[src/rtl/remote_rom_pkg.sv]
// rtl/remote_rom_pkg.sv - shared state encoding and default sizing for the remote ROM server
package remote_rom_pkg;

    localparam int DEFAULT_NBYTES = 8;

    typedef enum logic [1:0] {
        S_IDLE = 2'd0,
        S_ADDR = 2'd1,
        S_MEM  = 2'd2,
        S_RESP = 2'd3
    } state_t;

endpackage

[src/rtl/byte_shifter.sv]
// rtl/byte_shifter.sv - byte-wide shift register with parallel load, LSB-first shift in and out
module byte_shifter #(
    parameter int NBYTES = 8
) (
    input  logic                  clk,
    input  logic                  rst,
    input  logic                  load,
    input  logic [8*NBYTES-1:0]   load_value,
    input  logic                  shift_in,
    input  logic [7:0]            in_byte,
    input  logic                  shift_out,
    output logic [8*NBYTES-1:0]   value,
    output logic [7:0]            out_byte
);

    localparam int W = 8 * NBYTES;

    // New bytes enter at the top so the first byte received ends up in [7:0]
    // after NBYTES shifts; shifting out presents bytes LSB first on out_byte.
    always_ff @(posedge clk or posedge rst) begin
        if (rst) begin
            value <= '0;
        end else if (load) begin
            value <= load_value;
        end else if (shift_in) begin
            value <= {in_byte, value[W-1:8]};
        end else if (shift_out) begin
            value <= {8'h00, value[W-1:8]};
        end
    end

    assign out_byte = value[7:0];

endmodule

[src/rtl/remote_rom_server.sv]
// rtl/remote_rom_server.sv - pops an address from a command FIFO, reads memory, pushes the data bytes out
module remote_rom_server
    import remote_rom_pkg::*;
#(
    parameter int NBYTES = DEFAULT_NBYTES
) (
    input  logic        clk,
    input  logic        rst,
    input  logic        empty,
    output logic        rd_en,
    input  logic [7:0]  dout,
    input  logic        full,
    output logic        wr_en,
    output logic [7:0]  din,
    output logic        mem_req,
    output logic [63:0] mem_addr,
    input  logic        mem_ack,
    input  logic [63:0] mem_data,
    output logic        busy
);

    localparam int              CW       = $clog2(NBYTES) + 1;
    localparam logic [CW-1:0]   CNT_MAX  = CW'(NBYTES);
    localparam logic [CW-1:0]   CNT_LAST = CW'(NBYTES - 1);

    state_t              state;
    logic [CW-1:0]       pop_cnt;
    logic [CW-1:0]       cap_cnt;
    logic [CW-1:0]       push_cnt;
    logic                capture;
    logic                mem_fire;
    logic                last_capture;
    logic                last_push;
    logic [8*NBYTES-1:0] addr_value;
    logic [8*NBYTES-1:0] data_value;
    logic [7:0]          addr_out_byte;
    logic                unused_bits;

    // Pops and pushes follow the FIFO flags directly so the server can move one byte per cycle.
    assign rd_en        = (state == S_ADDR) && !empty && (pop_cnt < CNT_MAX);
    assign wr_en        = (state == S_RESP) && !full;
    assign mem_fire     = (state == S_MEM) && mem_ack;
    assign last_capture = capture && (cap_cnt == CNT_LAST);
    assign last_push    = wr_en && (push_cnt == CNT_LAST);

    // S_IDLE is excluded so busy reads low while held in reset and during the start-up cycle.
    assign busy     = ((state != S_ADDR) && (state != S_IDLE)) || (pop_cnt != '0);
    assign mem_addr = 64'(addr_value);

    // Main control: counts pops, captures and pushes, and sequences the memory request.
    always_ff @(posedge clk or posedge rst) begin
        if (rst) begin
            state    <= S_IDLE;
            pop_cnt  <= '0;
            cap_cnt  <= '0;
            push_cnt <= '0;
            capture  <= 1'b0;
            mem_req  <= 1'b0;
        end else begin
            capture <= rd_en;
            case (state)
                S_IDLE: begin
                    state <= S_ADDR;
                end
                S_ADDR: begin
                    if (rd_en) begin
                        pop_cnt <= pop_cnt + 1'b1;
                    end
                    if (capture) begin
                        cap_cnt <= cap_cnt + 1'b1;
                    end
                    if (last_capture) begin
                        state   <= S_MEM;
                        mem_req <= 1'b1;
                    end
                end
                S_MEM: begin
                    if (mem_ack) begin
                        mem_req <= 1'b0;
                        state   <= S_RESP;
                    end
                end
                S_RESP: begin
                    if (last_push) begin
                        state    <= S_ADDR;
                        pop_cnt  <= '0;
                        cap_cnt  <= '0;
                        push_cnt <= '0;
                    end else if (wr_en) begin
                        push_cnt <= push_cnt + 1'b1;
                    end
                end
                default: begin
                    state <= S_IDLE;
                end
            endcase
        end
    end

    byte_shifter #(.NBYTES(NBYTES)) u_addr_shifter (
        .clk        (clk),
        .rst        (rst),
        .load       (1'b0),
        .load_value ('0),
        .shift_in   (capture),
        .in_byte    (dout),
        .shift_out  (1'b0),
        .value      (addr_value),
        .out_byte   (addr_out_byte)
    );

    byte_shifter #(.NBYTES(NBYTES)) u_data_shifter (
        .clk        (clk),
        .rst        (rst),
        .load       (mem_fire),
        .load_value (mem_data[8*NBYTES-1:0]),
        .shift_in   (1'b0),
        .in_byte    (8'h00),
        .shift_out  (wr_en),
        .value      (data_value),
        .out_byte   (din)
    );

    assign unused_bits = ^{addr_out_byte, data_value[8*NBYTES-1:8]};

endmodule

[config.mk]
export PLATFORM = sky130hd
export DESIGN_NAME = remote_rom_server
export DESIGN_NICKNAME = d
export VERILOG_FILES = /design/src/rtl/remote_rom_pkg.sv /design/src/rtl/byte_shifter.sv /design/src/rtl/remote_rom_server.sv
export SDC_FILE = /design/constraint.sdc
export NUM_CORES = 1
export LEC_CHECK = 0
export ABC_AREA = 1
export CORE_ASPECT_RATIO = 1.25
export CORE_MARGIN = 2
export CORE_UTILIZATION = 49
export DETAILED_ROUTE_END_ITERATION = 12
export PLACE_DENSITY_LB_ADDON = 0.15
export SYNTH_ARGS = -nofsm -noshare
export SYNTH_HDL_FRONTEND = slang
export SYNTH_SLANG_ARGS = --single-unit
[constraint.sdc]
create_clock -name clk -period 5.71 [get_ports clk]
set_input_delay 0.8565 -clock clk [delete_from_list [all_inputs] [get_ports clk]]
set_output_delay 0.8565 -clock clk [all_outputs]
set_load 0.05 [all_outputs]
==> results.toml <==
[setup_path]
regToRegStartpoint = "state[0]$_DFFE_PP0P_"
criticalPathCategory = "primary input to output port"
critPathMaxFanout = 60
critPathCaptureType = "output port"
crit_required_ns = 4.85
cp-start-kind = "primary input"
arrival_ns = 2.89
r2r_end = "u_data_shifter.value[46]$_DFFE_PP0P_"
r2r_cells = 8
r2r_setup_slack_ns = 3.14

[clock_tree]
cts_resized = 0
cts_buffers = 17
clock_path_buffers = 2
htreeDepth = 4
cts_sinks = 144
cts_hold_buf = 0
clockRootBuffer = "clkbuf_16"
worstSkewPairLatency_ns = 0.42
cts.reportedPaths.clkPinSlew_ns = 0.06
post-cts-setup-buffers = 0
cts_tree = "done"

[hold_path]
worstHoldPathType = "flip-flop to flip-flop"
min_path_cells = 2
holdCritStartpoint = "u_data_shifter.value[5]$_DFFE_PP0P_"
whs_endpoint = "u_data_shifter.value[5]$_DFFE_PP0P_"

[yosys]
synth_area_leaders = "dfrtp_1, nand2_1, nand3_1"
yosysUniqueCellTypes = 27
syn_inst = 674
synth_most_common_cell = "nand2_1"
yosys_most_used_dff = "dfrtp_1"
synth_fp_nets = 759
ys_warn_count = 0
synth_area_per_cell_um2 = 9.05
synth_top_area_cell = "dfrtp_1"
yosys-top-cells-count = "nand2_1, dfrtp_1, nand3_1, inv_1, o21ai_0"
synth-seq-cells = 144
synth-edff-count = 0
synth_top_area_share_pct = 59.1
yosysSeqAreaShare_pct = 59.1
syn_area_um2 = 6100
ys_async_sr_fraction_pct = 100

[global_routing]
grt_max_degree = 132
first_global_vias = 4898
antenna_found_initial = 0
grt_remaining_overflow = 0
grt_usage_pct = 21.5
grt_pass1_wl_um = 23100

[floorplanning]
ios = 153
fp.dieH_um = 129
row_count = 45
initial_utilization_pct = 50.2
coreArea_um2 = 12200
die-area_um2 = 13400
die_w_um = 104

[routing]
drt-initial-drc-count = 301
vias = 4956
wl_per_cell_um = 14.1
firstDrtPassIters = 6
wl_um = 13800
met3_length_um = 709
met2_length_um = 7030
drt-met1-wl_um = 5840
vias_per_cell = 5.07
top_layer_used = "met4"
ant_nets = 0
drc = 0

[sta]
finalCritPeriodShare_pct = 65.6
whs_ns = 0.478
fin_skew_ns = 0.00983
hold_viol_final = 0
worstMarginPinSlew_ns = 1.09
slew_headroom_pct = 27.2
period_minus_slack_ns = 3.75
fin_tns_setup_ns = 0
setup_viol = 0
worst_slack_ns = 1.96
grt_setup_unrepaired = "no"
max_freq_mhz = 267
drv_slew = 0

[outcome]
outcome = "completed"

[placement]
dp_cells = 948
dp_hpwl_um = 9030
pre_cts_ws_ns = 1.97
portBuffers = 152
routabilityCongestion = 0.786

[power_and_ir_drop]
powerDensity_nw_per_um2 = 658
ir_worst_vdd_mv = 0.420
p_leak_nw = 3.75

[finish]
final_util_pct = 67.4
area_growth_pct = 34.2
nets = 888
fin_cells = 978
antenna_cells = 0
drive_gt1_share_pct = 5.77

[run]
cap_violations = 0
## final cells by class
type	instances	area [um^2]
Clock buffer	19	433
Clock inverter	11	144
Fill cell	1000	3970
Inverter	49	189
Multi-Input combinational cell	435	2060
Sequential cell	144	3610
Tap cell	164	205
Timing Repair Buffer	156	1550
## flip-flops by register name (all words and copies together) (netlist names)
register              cells
u_addr_shifter.value     64
u_data_shifter.value     64
cap_cnt                   4
pop_cnt                   4
push_cnt                  4
state                     2
capture                   1
mem_req                   1
## routing by layer
layer	GRT usage (%)	vias to the layer above
li1	-	2454
met4	8.11	0
met1	26.9	2344
met3	5.22	18
met2	36.6	140
met5	0	-
## metrics by stage
step | cell area [um^2] | power [mW]
floorplan | 6100 | 3.55
global placement | 7610 | 4.25
detailed placement | 7610 | 4.33
CTS | 8190 | 5.44
global route | 8190 | 5.71
finish | 8190 | 5.39
## cell families (layout without fill, tap and decap cells)
group	Yosys count	in the layout	synth area share (%)
XOR/XNOR	2	2	0.287
AND/OR/NAND/NOR	336	336	23.6
buffers and inverters	95	235	7.20
AO/OA/AOI/OAI	89	89	8.22
adder cells (fa/ha/maj)	8	8	1.64
flip-flops	144	144	59.1
## critical path, stage by stage
cell	delay [ns]
clkdlybuf4s50_1	0.39
inv_1	0.09
nand2_2	0.08
inv_2	0.05
buf_4	0.47
clkdlybuf4s50_1	0.92
## worst max path at each step
stage | start | endpoint | slack [ns] | depth (start not counted)
finish | full | wr_en | 1.96 | 6
global route | full | wr_en | 1.85 | 6
CTS | full | wr_en | 1.97 | 6
detailed placement | full | wr_en | 1.97 | 6
global placement | full | wr_en | 1.97 | 6
floorplan | rst | cap_cnt[0]$_DFFE_PP0P_ | 0.99 | 1
## placed cells by master, fill, tap and decap left out
cell               n
nor2_1            33
inv_2              4
clkdlybuf4s50_1  152
nor3_1             1
buf_4              4
o21bai_4           1
dfrtp_4            1
nand4_1            2
o21ai_0           36
nand2_1          172
clkinv_4           1
nand3_2            1
o21ai_2            1
ha_1               8
or2_2              1
o21ai_1            7
o211ai_1           3
clkbuf_16         17
nand3b_1           1
nand2_2            4
clkinvlp_4         4
a21oi_1           32
clkinv_2           3
dfrtp_1          143
inv_1             44
clkbuf_1           2
xor2_1             2
inv_6              1
nand3_1          120
a22o_1             8
o22ai_1            1
nor2_2             1
bufinv_16          3
## where the power goes
part | internal, mW | switching, mW
registers | 1.49 | 0.285
logic | 0.817 | 1.71
clock network | 0.679 | 0.405
Power figures use the tool's default switching activity.
==> patch: new RTL, same settings <==
Encoding of `state_t`: now one-hot (4 bits for 4 states).
--- a/src/rtl/remote_rom_pkg.sv
+++ b/src/rtl/remote_rom_pkg.sv
@@ -3,11 +3,11 @@
 
     localparam int DEFAULT_NBYTES = 8;
 
-    typedef enum logic [1:0] {
-        S_IDLE = 2'd0,
-        S_ADDR = 2'd1,
-        S_MEM  = 2'd2,
-        S_RESP = 2'd3
+    typedef enum logic [3:0] {
+        S_IDLE = 4'b0001,
+        S_ADDR = 4'b0010,
+        S_MEM  = 4'b0100,
+        S_RESP = 4'b1000
     } state_t;
 
 endpackage
Behaviour: no difference found for any inputs over 10 cycles, from zero or initial values and one cycle with rst high; not proved beyond that.
==> patch against the unedited design <==
- sequential cell count rose by 2
- critical endpoint is now rd_en
- sequential share of layout area shrank 1.9 points
- area after synthesis up 7.9%
- critical path depth is 1 lower
- setup slack gained 460 ps
- final area increased by 6.1%
- worst hold slack about the same
- routed wire length grew 5.5%
Power is not compared: it rests on default switching activity, and its combinational part moved more than twofold at a synthesized area within 25%.
==> patch: results (changes against the unedited design) <==
| Metric | Value |
|---|---|
| Status | `complete, no violations (unchanged)` |
| Worst IR Drop VDD | `around 0.00018 V` |
| Post-Synth XOR/XNOR Area | `0.266% (was 0.287%)` |
| Worst Path Max Fanout | `6 (was 60)` |
| Register area | `3660 µm² (was 3610 µm²)` |
| DRT Pass-1 Iters | `4 (was 6)` |
| Synth area leaders | `dfrtp_1 (55%), nand2_1 (21%), inv_1 (5.9%) (was dfrtp_1 (59%), nand2_1 (11%), nand3_1 (9.8%))` |
| Synth Area in Compound Gates | `5.74% (was 8.22%)` |
| Buffers outside the clock class | `155 (was 156)` |
| Vias in the first global route | `4944 (was 4898)` |
| Fin Clk Skew | `8.64 ps (was 9.83 ps)` |
| Multi-input logic area | `2220 µm² (was 2060 µm²)` |
| R2r setup slk | `3670 ps (was 3140 ps)` |
| Wirelength per Cell | `12.8 µm (was 14.1 µm)` |
| Non-clock buffer contribution to total cell area | `17.8% (was 18.9%)` |
| Fillcell total | `1157 (was 1000)` |
| Inverters | `107 (was 49)` |
| Largest net degree at the start of global routing | `84 (was 132)` |
| Data arrival, critical path | `2440 ps (was 2890 ps)` |
| Global Route Usage Sum | `20.8% (was 21.5%)` |
| Reg clk slew, reported paths | `60 ps (about the same)` |
| Final Non-Filler Cells | `1137 (was 978)` |
| Placed inst area | `8040 µm² (was 7610 µm²)` |
| First-pass GRT wire length | `23600 µm (was 23100 µm)` |
| Seq/total area | `42.1% (was 44.0%)` |
| Adder-cell share of the synthesized area | `0.760% (was 1.64%)` |
| Share of cells above drive strength 1 | `6.11% (was 5.77%)` |
| Synth Net Count | `902 (was 759)` |
| Slew HR | `23.2% (was 27.2%)` |
| Initial DRC count | `249 (was 301)` |
| HPWL after DPL | `9430 µm (was 9030 µm)` |
| Final sequential cell count | `146 (was 144)` |
| Commonest cells in the synthesized netlist | `nand2_1 (363), dfrtp_1 (145), inv_1 (104) (was nand2_1 (173), dfrtp_1 (144), nand3_1 (120))` |
| Clock buffer cells | `21 (was 19)` |
| Multi-input gates | `526 (was 435)` |
| Synth warn | `0 (unchanged)` |
| Syn Inst Count | `821 (was 674)` |
| # H-tree levels | `4 (unchanged)` |
| Avg Vias per Cell | `4.75 (was 5.07)` |
| Clock-cell share | `7.43% (was 7.04%)` |
| Register area share after synthesis | `55.5% (was 59.1%)` |
## patch: changes by cell type after synthesis, moves of 6 or more
cell / change
nand2_1: +190
buf_2: -25
nand2_2: +9
inv_1: +59
buf_4: +6
nand3_1: -106
a22o_1: -8
nor2_1: +10
o21ai_1: -6
buf_6: +10
## patch: metal layers
metal | GRT usage [%] | part of all wire (%) | vias up
met2 | 31.6 | 47 | 141
met1 | 27.6 | 43 | 2511
li1 | - | - | 2731
met4 | 7.26 | 1.4 | 0
met5 | 0 | 0 | -
met3 | 7.93 | 8.4 | 17
## patch: path summary, 6_finish.rpt
| path | startpoint | end | cells after the start |
|---|---|---|---|
| worst min-delay path | u_data_shifter.value[4]$_DFFE_PP0P_ | u_data_shifter.value[4]$_DFFE_PP0P_ | 2 |
| max in group asynchronous | rst | cap_cnt[2]$_DFFE_PP0P_ | 3 |
| worst min register to register | u_data_shifter.value[4]$_DFFE_PP0P_ | u_data_shifter.value[4]$_DFFE_PP0P_ | 2 |
| min in group asynchronous | rst | pop_cnt[0]$_DFFE_PP0P_ | 2 |
| worst max-delay path | empty | rd_en | 5 |
| worst max register to register | state[1]$_DFFE_PP0P_ | u_data_shifter.value[34]$_DFFE_PP0P_ | 7 |
## patch: stage by stage
stage	utilization (%)	power, µW	worst slack [ps]	hold WS, ps
4_1_cts	66.0	2340	2410	482
3_3_place_gp	61.1	1130	2430	462
3_5_place_dp	61.1	1130	2410	465
5_1_grt	66.0	2390	2290	494
2_1_floorplan	-	1070	932	449
6_report	66.0	2310	2420	478
## patch: critical path: stages
cell and delay [ps]:
clkdlybuf4s50_1 390, nor2_1 130, nand2_1 150, inv_1 110
clkdlybuf4s50_1 800
